File: src/rtl/core_pixel_rot_agen_if.sv
// Pixel rotation address generator: config, handshake and status bundle.
// master drives config/control into the generator, slave is the generator.
interface core_pixel_rot_agen_if #(
  parameter int DIM_W  = 16,
  parameter int ADDR_W = 16
);
  logic [DIM_W-1:0]  I_CP_WIDTH;
  logic [DIM_W-1:0]  I_CP_HEIGHT;
  logic [1:0]        I_CP_DEGREES;
  logic              I_CP_DIRECTION;
  logic              I_CP_FLIP;
  logic              I_CP_START;
  logic              I_CP_ABORT;
  logic              I_CP_READY;
  logic [ADDR_W-1:0] O_CP_SRC_ADDR;
  logic [ADDR_W-1:0] O_CP_DST_ADDR;
  logic              O_CP_VALID;
  logic              O_CP_LAST;
  logic              O_CP_BUSY;
  logic              O_CP_DONE;
  logic              O_CP_ERR;

  modport master (
    output I_CP_WIDTH, I_CP_HEIGHT, I_CP_DEGREES,
    output I_CP_DIRECTION, I_CP_FLIP, I_CP_START,
    output I_CP_ABORT, I_CP_READY,
    input  O_CP_SRC_ADDR, O_CP_DST_ADDR, O_CP_VALID,
    input  O_CP_LAST, O_CP_BUSY, O_CP_DONE, O_CP_ERR
  );

  modport slave (
    input  I_CP_WIDTH, I_CP_HEIGHT, I_CP_DEGREES,
    input  I_CP_DIRECTION, I_CP_FLIP, I_CP_START,
    input  I_CP_ABORT, I_CP_READY,
    output O_CP_SRC_ADDR, O_CP_DST_ADDR, O_CP_VALID,
    output O_CP_LAST, O_CP_BUSY, O_CP_DONE, O_CP_ERR
  );
endinterface

File: src/rtl/core_pixel_rot_agen.sv
// Rotated (src, dst) pixel address pair generator with valid/ready.
// Optional mirror feature: define CORE_PIXEL_FLIP_EN.
module core_pixel_rot_agen #(
  parameter int DIM_W  = 16,
  parameter int ADDR_W = 16,
  parameter int BPP    = 3
) (
  input  logic                I_CP_HCLK,
  input  logic                I_CP_HRESET_N,
  core_pixel_rot_agen_if.slave cp
);
  typedef enum logic [1:0] {IDLE, LOAD, RUN, FIN} state_t;

  localparam logic [ADDR_W-1:0] BSZ = ADDR_W'(BPP);

  state_t            st;
  logic [DIM_W-1:0]  w_q, h_q, r_q, c_q;
  logic [DIM_W-1:0]  wm1, hm1;
  logic [1:0]        a_q;
  logic              flip_q;
  logic [ADDR_W-1:0] src_q, dst_q, row_q;
  logic [ADDR_W-1:0] cs_q, rs_q;
  logic [ADDR_W-1:0] wb, hb, whb;
  logic [ADDR_W-1:0] dst0, cs, rs;
  logic              valid_q, last_q;
  logic              busy_q, done_q, err_q;
  logic              zero_dim, c_end;

  assign wm1      = w_q - DIM_W'(1);
  assign hm1      = h_q - DIM_W'(1);
  assign c_end    = (c_q == wm1);
  assign zero_dim = (cp.I_CP_WIDTH == '0) ||
                    (cp.I_CP_HEIGHT == '0);

  // Products only feed the one-cycle LOAD setup.
  assign wb  = ADDR_W'(w_q) * BSZ;
  assign hb  = ADDR_W'(h_q) * BSZ;
  assign whb = ADDR_W'(w_q) * hb;

  // Row-0 start, column step and row step per effective CW angle.
  always_comb begin
    dst0 = '0;
    cs   = '0;
    rs   = '0;
    unique case (a_q)
      2'd0: begin
        dst0 = flip_q ? wb - BSZ : '0;
        cs   = flip_q ? -BSZ : BSZ;
        rs   = wb;
      end
      2'd1: begin
        dst0 = flip_q ? '0 : hb - BSZ;
        cs   = hb;
        rs   = flip_q ? BSZ : -BSZ;
      end
      2'd2: begin
        dst0 = flip_q ? whb - wb : whb - BSZ;
        cs   = flip_q ? BSZ : -BSZ;
        rs   = -wb;
      end
      2'd3: begin
        dst0 = flip_q ? whb - BSZ : whb - hb;
        cs   = -hb;
        rs   = flip_q ? -BSZ : BSZ;
      end
    endcase
  end

`ifdef CORE_PIXEL_FLIP_EN
  always_ff @(posedge I_CP_HCLK) begin
    if (!I_CP_HRESET_N)
      flip_q <= 1'b0;
    else if (st == IDLE && cp.I_CP_START &&
             !cp.I_CP_ABORT)
      flip_q <= cp.I_CP_FLIP;
  end
`else
  assign flip_q = 1'b0;
`endif

  always_ff @(posedge I_CP_HCLK) begin
    if (!I_CP_HRESET_N) begin
      st      <= IDLE;
      w_q     <= '0;
      h_q     <= '0;
      a_q     <= '0;
      r_q     <= '0;
      c_q     <= '0;
      src_q   <= '0;
      dst_q   <= '0;
      row_q   <= '0;
      cs_q    <= '0;
      rs_q    <= '0;
      valid_q <= 1'b0;
      last_q  <= 1'b0;
      busy_q  <= 1'b0;
      done_q  <= 1'b0;
      err_q   <= 1'b0;
    end else if (cp.I_CP_ABORT) begin
      st      <= IDLE;
      valid_q <= 1'b0;
      last_q  <= 1'b0;
      busy_q  <= 1'b0;
      done_q  <= 1'b0;
      err_q   <= 1'b0;
    end else begin
      done_q <= 1'b0;
      err_q  <= 1'b0;
      unique case (st)
        IDLE: if (cp.I_CP_START) begin
          if (zero_dim) begin
            err_q <= 1'b1;
          end else begin
            w_q    <= cp.I_CP_WIDTH;
            h_q    <= cp.I_CP_HEIGHT;
            a_q    <= cp.I_CP_DIRECTION ?
                      2'd0 - cp.I_CP_DEGREES :
                      cp.I_CP_DEGREES;
            busy_q <= 1'b1;
            st     <= LOAD;
          end
        end
        LOAD: begin
          src_q <= '0;
          dst_q <= dst0;
          row_q <= dst0;
          cs_q  <= cs;
          rs_q  <= rs;
          r_q   <= '0;
          c_q   <= '0;
          st    <= RUN;
        end
        RUN: if (!valid_q) begin
          valid_q <= 1'b1;
          last_q  <= (wm1 == '0) && (hm1 == '0);
        end else if (cp.I_CP_READY) begin
          if (last_q) begin
            valid_q <= 1'b0;
            last_q  <= 1'b0;
            done_q  <= 1'b1;
            st      <= FIN;
          end else begin
            src_q <= src_q + BSZ;
            if (c_end) begin
              c_q    <= '0;
              r_q    <= r_q + DIM_W'(1);
              row_q  <= row_q + rs_q;
              dst_q  <= row_q + rs_q;
              last_q <= (wm1 == '0) &&
                        (r_q + DIM_W'(1) == hm1);
            end else begin
              c_q    <= c_q + DIM_W'(1);
              dst_q  <= dst_q + cs_q;
              last_q <= (c_q + DIM_W'(1) == wm1) &&
                        (r_q == hm1);
            end
          end
        end
        FIN: begin
          busy_q <= 1'b0;
          st     <= IDLE;
        end
      endcase
    end
  end

  assign cp.O_CP_SRC_ADDR = src_q;
  assign cp.O_CP_DST_ADDR = dst_q;
  assign cp.O_CP_VALID    = valid_q;
  assign cp.O_CP_LAST     = last_q;
  assign cp.O_CP_BUSY     = busy_q;
  assign cp.O_CP_DONE     = done_q;
  assign cp.O_CP_ERR      = err_q;
endmodule
File: src/flat_wrapper.sv
// flat-port wrapper written by rule: the top's interface ports become plain ports
module core_pixel_rot_agen_flat 
#(
  parameter int DIM_W  = 16,
  parameter int ADDR_W = 16,
  parameter int BPP    = 3
)
  (I_CP_HCLK, I_CP_HRESET_N, cp_I_CP_WIDTH, cp_I_CP_HEIGHT, cp_I_CP_DEGREES, cp_I_CP_DIRECTION, cp_I_CP_FLIP, cp_I_CP_START, cp_I_CP_ABORT, cp_I_CP_READY, cp_O_CP_SRC_ADDR, cp_O_CP_DST_ADDR, cp_O_CP_VALID, cp_O_CP_LAST, cp_O_CP_BUSY, cp_O_CP_DONE, cp_O_CP_ERR);
  core_pixel_rot_agen_if #(.DIM_W(DIM_W), .ADDR_W(ADDR_W)) cp_i ();
  input  logic I_CP_HCLK;
  input  logic I_CP_HRESET_N;
  input wire logic [$bits(cp_i.I_CP_WIDTH)-1:0] cp_I_CP_WIDTH;
  input wire logic [$bits(cp_i.I_CP_HEIGHT)-1:0] cp_I_CP_HEIGHT;
  input wire logic [$bits(cp_i.I_CP_DEGREES)-1:0] cp_I_CP_DEGREES;
  input wire logic [$bits(cp_i.I_CP_DIRECTION)-1:0] cp_I_CP_DIRECTION;
  input wire logic [$bits(cp_i.I_CP_FLIP)-1:0] cp_I_CP_FLIP;
  input wire logic [$bits(cp_i.I_CP_START)-1:0] cp_I_CP_START;
  input wire logic [$bits(cp_i.I_CP_ABORT)-1:0] cp_I_CP_ABORT;
  input wire logic [$bits(cp_i.I_CP_READY)-1:0] cp_I_CP_READY;
  output wire logic [$bits(cp_i.O_CP_SRC_ADDR)-1:0] cp_O_CP_SRC_ADDR;
  output wire logic [$bits(cp_i.O_CP_DST_ADDR)-1:0] cp_O_CP_DST_ADDR;
  output wire logic [$bits(cp_i.O_CP_VALID)-1:0] cp_O_CP_VALID;
  output wire logic [$bits(cp_i.O_CP_LAST)-1:0] cp_O_CP_LAST;
  output wire logic [$bits(cp_i.O_CP_BUSY)-1:0] cp_O_CP_BUSY;
  output wire logic [$bits(cp_i.O_CP_DONE)-1:0] cp_O_CP_DONE;
  output wire logic [$bits(cp_i.O_CP_ERR)-1:0] cp_O_CP_ERR;
  assign cp_i.I_CP_WIDTH = cp_I_CP_WIDTH;
  assign cp_i.I_CP_HEIGHT = cp_I_CP_HEIGHT;
  assign cp_i.I_CP_DEGREES = cp_I_CP_DEGREES;
  assign cp_i.I_CP_DIRECTION = cp_I_CP_DIRECTION;
  assign cp_i.I_CP_FLIP = cp_I_CP_FLIP;
  assign cp_i.I_CP_START = cp_I_CP_START;
  assign cp_i.I_CP_ABORT = cp_I_CP_ABORT;
  assign cp_i.I_CP_READY = cp_I_CP_READY;
  assign cp_O_CP_SRC_ADDR = cp_i.O_CP_SRC_ADDR;
  assign cp_O_CP_DST_ADDR = cp_i.O_CP_DST_ADDR;
  assign cp_O_CP_VALID = cp_i.O_CP_VALID;
  assign cp_O_CP_LAST = cp_i.O_CP_LAST;
  assign cp_O_CP_BUSY = cp_i.O_CP_BUSY;
  assign cp_O_CP_DONE = cp_i.O_CP_DONE;
  assign cp_O_CP_ERR = cp_i.O_CP_ERR;
  core_pixel_rot_agen #(.DIM_W(DIM_W), .ADDR_W(ADDR_W), .BPP(BPP)) u_core (.I_CP_HCLK(I_CP_HCLK), .I_CP_HRESET_N(I_CP_HRESET_N), .cp(cp_i));
endmodule
File: config.mk
export PLATFORM = sky130hd
export DESIGN_NAME = core_pixel_rot_agen_flat
export DESIGN_NICKNAME = d
export VERILOG_FILES = /design/src/rtl/core_pixel_rot_agen_if.sv /design/src/rtl/core_pixel_rot_agen.sv /design/src/flat_wrapper.sv
export SDC_FILE = /design/constraint.sdc
export NUM_CORES = 1
export LEC_CHECK = 0
export BUFFER_PORTS_ARGS = -buffer_cell sky130_fd_sc_hd__buf_2
export CAP_MARGIN = 20
export CORE_MARGIN = 3
export CORE_UTILIZATION = 50
export DETAILED_ROUTE_END_ITERATION = 16
export PLACE_DENSITY = 0.79
export SYNTH_ARGS = -nofsm -noshare
export SYNTH_HDL_FRONTEND = slang
export SYNTH_SLANG_ARGS = --single-unit
File: constraint.sdc
create_clock -name I_CP_HCLK -period 8.1 [get_ports I_CP_HCLK]
set_input_delay 1.215 -clock I_CP_HCLK [delete_from_list [all_inputs] [get_ports I_CP_HCLK]]
set_output_delay 1.215 -clock I_CP_HCLK [all_outputs]
set_load 0.02 [all_outputs]
==> reports/results.txt <==
Worst path slowest cell -> fa_1
register area share after synthesis -> 0.181
Worst Path Arrival -> 8.52 ns
status -> finished with violations
placed cells -> 2694
register-to-register setup slack -> -0.08 ns
Crit path required time -> 8.44 ns
Leak -> 8.17 nW
slew margin rel. -> 0.266
DIE AREA -> 0.0360 sq mm
largest net degree at the start of global routing -> 97
failing checks -> negative setup slack
simple-gate share of the synthesized area -> 0.228
Hold Buf Count CTS -> 0
port buffer count -> 76
final hold vios -> 0
largest family of logic cells by synthesized area -> simple AND/OR/NAND/NOR gates
initial core utilization -> 0.513
fin crit share -> 1.01
standard-cell rows -> 66
Final ANT Viol Nets -> 0
drt first pass iters -> 5
clk_lat worst skew -> 0.46 ns
CTS tree -> yes
Internal -> 1.65 mW
Yosys cell types -> 88
Worst path max stage delay -> 0.54 ns
Setup crit start -> u_core.h_q[1]
vias in the first global route -> 15.8k
Seq pwr share -> 0.310
Via density -> 5.87
layout cells sized above 1 -> 0.110
Core Region -> 0.0329 sq mm
pre-CTS setup slack -> -0.195 ns
Power Total -> 2.58 mW
Final #Nets -> 2581
first-pass GRT wire length -> 80.9 mm
fmax -> 122 MHz
final setup margin -> -0.0771 ns
Pwr per Cell Area -> 137 mW/mm^2
total congestion overflow -> 0
asr flop ratio synth -> 0
R2R cell count -> 31
fin. max-slew vios -> 0
hold path depth -> 2
Syn Nets -> 2517
DP HPWL -> 38.5 mm
Ys Warns -> 0
CP most frequent cell -> fa_1
Setup crit end -> u_core.row_q[15]
Synth Area in Compound Gates -> 0.177
final setup vio count -> 2
CTS buffer count -> 17
actual slew at the worst max-slew pin -> 1.10 ns
Synth Cell Area -> 0.0169 sq mm
clock sink count -> 153
Post-Synth Adder-Cell Area -> 0.225
Setup TNS -> -0.152 ns
mux share of post-synthesis cell area -> 0.00363
CTS H-Tree Depth -> 4
RSZ-0062 raised after global routing -> yes
GPL Wtd Cong -> 1.00
Non-Filler Instances -> 2742
reg2reg end -> u_core.row_q[15]
gr usage total -> 0.279
WS Path Type -> flip-flop to flip-flop
Area growth syn-to-layout -> 11.7%
Worst Clk Skew -> 0.0117 ns
CTS root buffer -> clkbuf_16
io pins -> 78
Max clock buf depth -> 2
crit-path max FO -> 3
clk slew on worst S/H paths -> 0.07 ns
worst path bufs/invs -> 4
Comb power frac -> 0.351
delay-heaviest family, CP -> adder cells
Post-Syn Instances -> 2223
initial drt markers -> 1344
reg2reg start -> u_core.h_q[1]
hold slack -> 0.460 ns
worst hold start -> u_core.rs_q[12]
peak supply drop -> 0.155 mV
die height -> 190 um
EDFF count, synth -> 0
Die Wd -> 190 um
Worst setup SP type -> flip-flop
maxcap violations -> 0
wire per inst -> 18.5 um
final worst path period need -> 8.18 ns
Crit. End Element -> flip-flop
Post-Synth XOR/XNOR Area -> 0.117
Clock power frac -> 0.339
cell count along the critical path -> 31
DRC -> 0
sw frac -> 0.359
ANT cells -> 0
Yosys reg bits -> 153
worst hold path type -> flip-flop to flip-flop
top_reg_cell synth -> dfxtp_1
initial antenna violation count -> 0
total length of routed wires -> 50.7 mm
Mapped Avg Cell Area -> 7.60 sq um
via count -> 16.1k
sw power -> 925 uW
==> state kept, by name, indices dropped and copies added (netlist names) <==
name,flops
u_core.a_q,2
u_core.c_q,16
u_core.cp.O_CP_BUSY,1
u_core.cp.O_CP_DONE,1
u_core.cp.O_CP_DST_ADDR,16
u_core.cp.O_CP_ERR,1
u_core.cp.O_CP_LAST,1
u_core.cp.O_CP_SRC_ADDR,16
u_core.cp.O_CP_VALID,1
u_core.cs_q,16
u_core.h_q,16
u_core.r_q,16
u_core.row_q,16
u_core.rs_q,16
u_core.st,2
u_core.w_q,16
==> repair_timing <==
item / in CTS / in global routing
setup buffers: 5 / 10
endpoints found under the setup margin: 2 / 2
resized for setup: 16 / 28
pin swaps: 11 / 22
==> worst min path at each step <==
stage                            endpoint  slack (ns)
after floorplan           u_core.row_q[8]        0.44
after global placement    u_core.row_q[5]        0.44
after detailed placement  u_core.rs_q[13]        0.45
after CTS                 u_core.rs_q[13]        0.46
after global routing      u_core.rs_q[12]        0.48
final                     u_core.rs_q[12]        0.46
==> cells by family (layout without fill, tap and decap cells) <==
kind of cell / count (synthesis) / count (layout)
adders and majority gates: 253 / 253
and+or+nand+nor: 814 / 814
muxes: 6 / 6
buffers and inverters: 297 / 374
DFF: 153 / 153
xor gates and xnor gates: 217 / 217
AOI/OAI and AO/OA: 483 / 483
==> tightest hold or removal path, stage by stage (launching register included) <==
cell     delay (ns)
dfxtp_1        0.31
nand2_1        0.05
a21oi_1        0.05
==> area by class of cell <==
type	instances	area, sq um
Fill cell	2931	14100
Multi-Input combinational cell	1773	12900
Sequential cell	153	3070
Timing Repair Buffer	162	1070
Inverter	180	676
Tap cell	442	553
Clock buffer	18	429
Clock inverter	14	195
==> stage by stage <==
| stage | util | area, sq um |
|---|---|---|
| 6_report | 0.573 | 18900 |
| 5_1_grt | 0.573 | 18900 |
| 4_1_cts | 0.566 | 18600 |
| 3_5_place_dp | 0.544 | 17900 |
| 3_3_place_gp | 0.544 | 17900 |
| 2_1_floorplan | - | 16900 |
==> per-layer routing <==
| layer | up-vias | wire (um) | track usage | part of all wire |
|---|---|---|---|---|
| li1 | 7668 | - | - | - |
| met5 | - | 0 | 0 | 0 |
| met2 | 654 | 23500 | 0.462 | 0.46 |
| met3 | 162 | 3760 | 0.0514 | 0.074 |
| met1 | 7598 | 20800 | 0.349 | 0.41 |
| met4 | 0 | 2650 | 0.137 | 0.052 |
==> cells in the final DEF (no fill, tap or decap), types with 15 or more instances in the layout <==
master	Yosys	routed
nor2_1	170	170
nor4_1	19	19
a21oi_1	189	184
nand2b_1	20	20
xor2_1	75	74
nor3_1	77	76
a21o_1	24	24
nand3_1	60	60
nor2b_1	26	24
o21ai_0	109	106
and2_1	58	56
nand2_1	292	292
a22oi_1	15	15
clkbuf_16	0	17
a211oi_1	16	16
ha_1	168	164
xnor2_1	136	131
nand4_1	20	20
inv_1	177	174
dfxtp_1	153	149
fa_1	85	81
buf_4	1	81
buf_2	12	76
==> cells in the mapped netlist (all sizes together), types with 7 or more instances <==
library cell / count / area share
and3: 15 / 0.0058
nor3: 77 / 0.023
nand2b: 20 / 0.0074
o211ai: 11 / 0.0049
buf: 23 / 0.0071
or2: 7 / 0.0026
xnor2: 137 / 0.071
a31oi: 15 / 0.0059
a21boi: 9 / 0.0040
a22oi: 15 / 0.0067
a2bb2oi: 9 / 0.0047
a21oi: 190 / 0.056
nor2b: 26 / 0.0096
dfxtp: 153 / 0.18
inv: 178 / 0.040
xor2: 75 / 0.039
a211oi: 18 / 0.0090
nor4: 20 / 0.0083
nand3b: 10 / 0.0044
o21ai: 112 / 0.033
nor2: 174 / 0.040
fa: 85 / 0.10
nand4: 20 / 0.0074
o22ai: 7 / 0.0026
clkbuf: 94 / 0.021
nand2: 293 / 0.066
o21bai: 8 / 0.0036
or3: 12 / 0.0047
ha: 168 / 0.12
and2: 58 / 0.021
nand3: 60 / 0.018
o41ai: 7 / 0.0045
a221oi: 7 / 0.0036
o21a: 9 / 0.0040
a21o: 24 / 0.011
==> power groups by stage <==
stage / clock network, mW / logic [mW] / registers, mW
after floorplan: 0 / 0.614 / 0.811
after global placement: 0 / 0.835 / 0.814
after detailed placement: 0 / 0.855 / 0.815
after CTS: 0.885 / 0.877 / 0.798
after global routing: 0.913 / 0.986 / 0.801
final: 0.874 / 0.905 / 0.800
No activity file was read; power rests on OpenSTA's default activity.
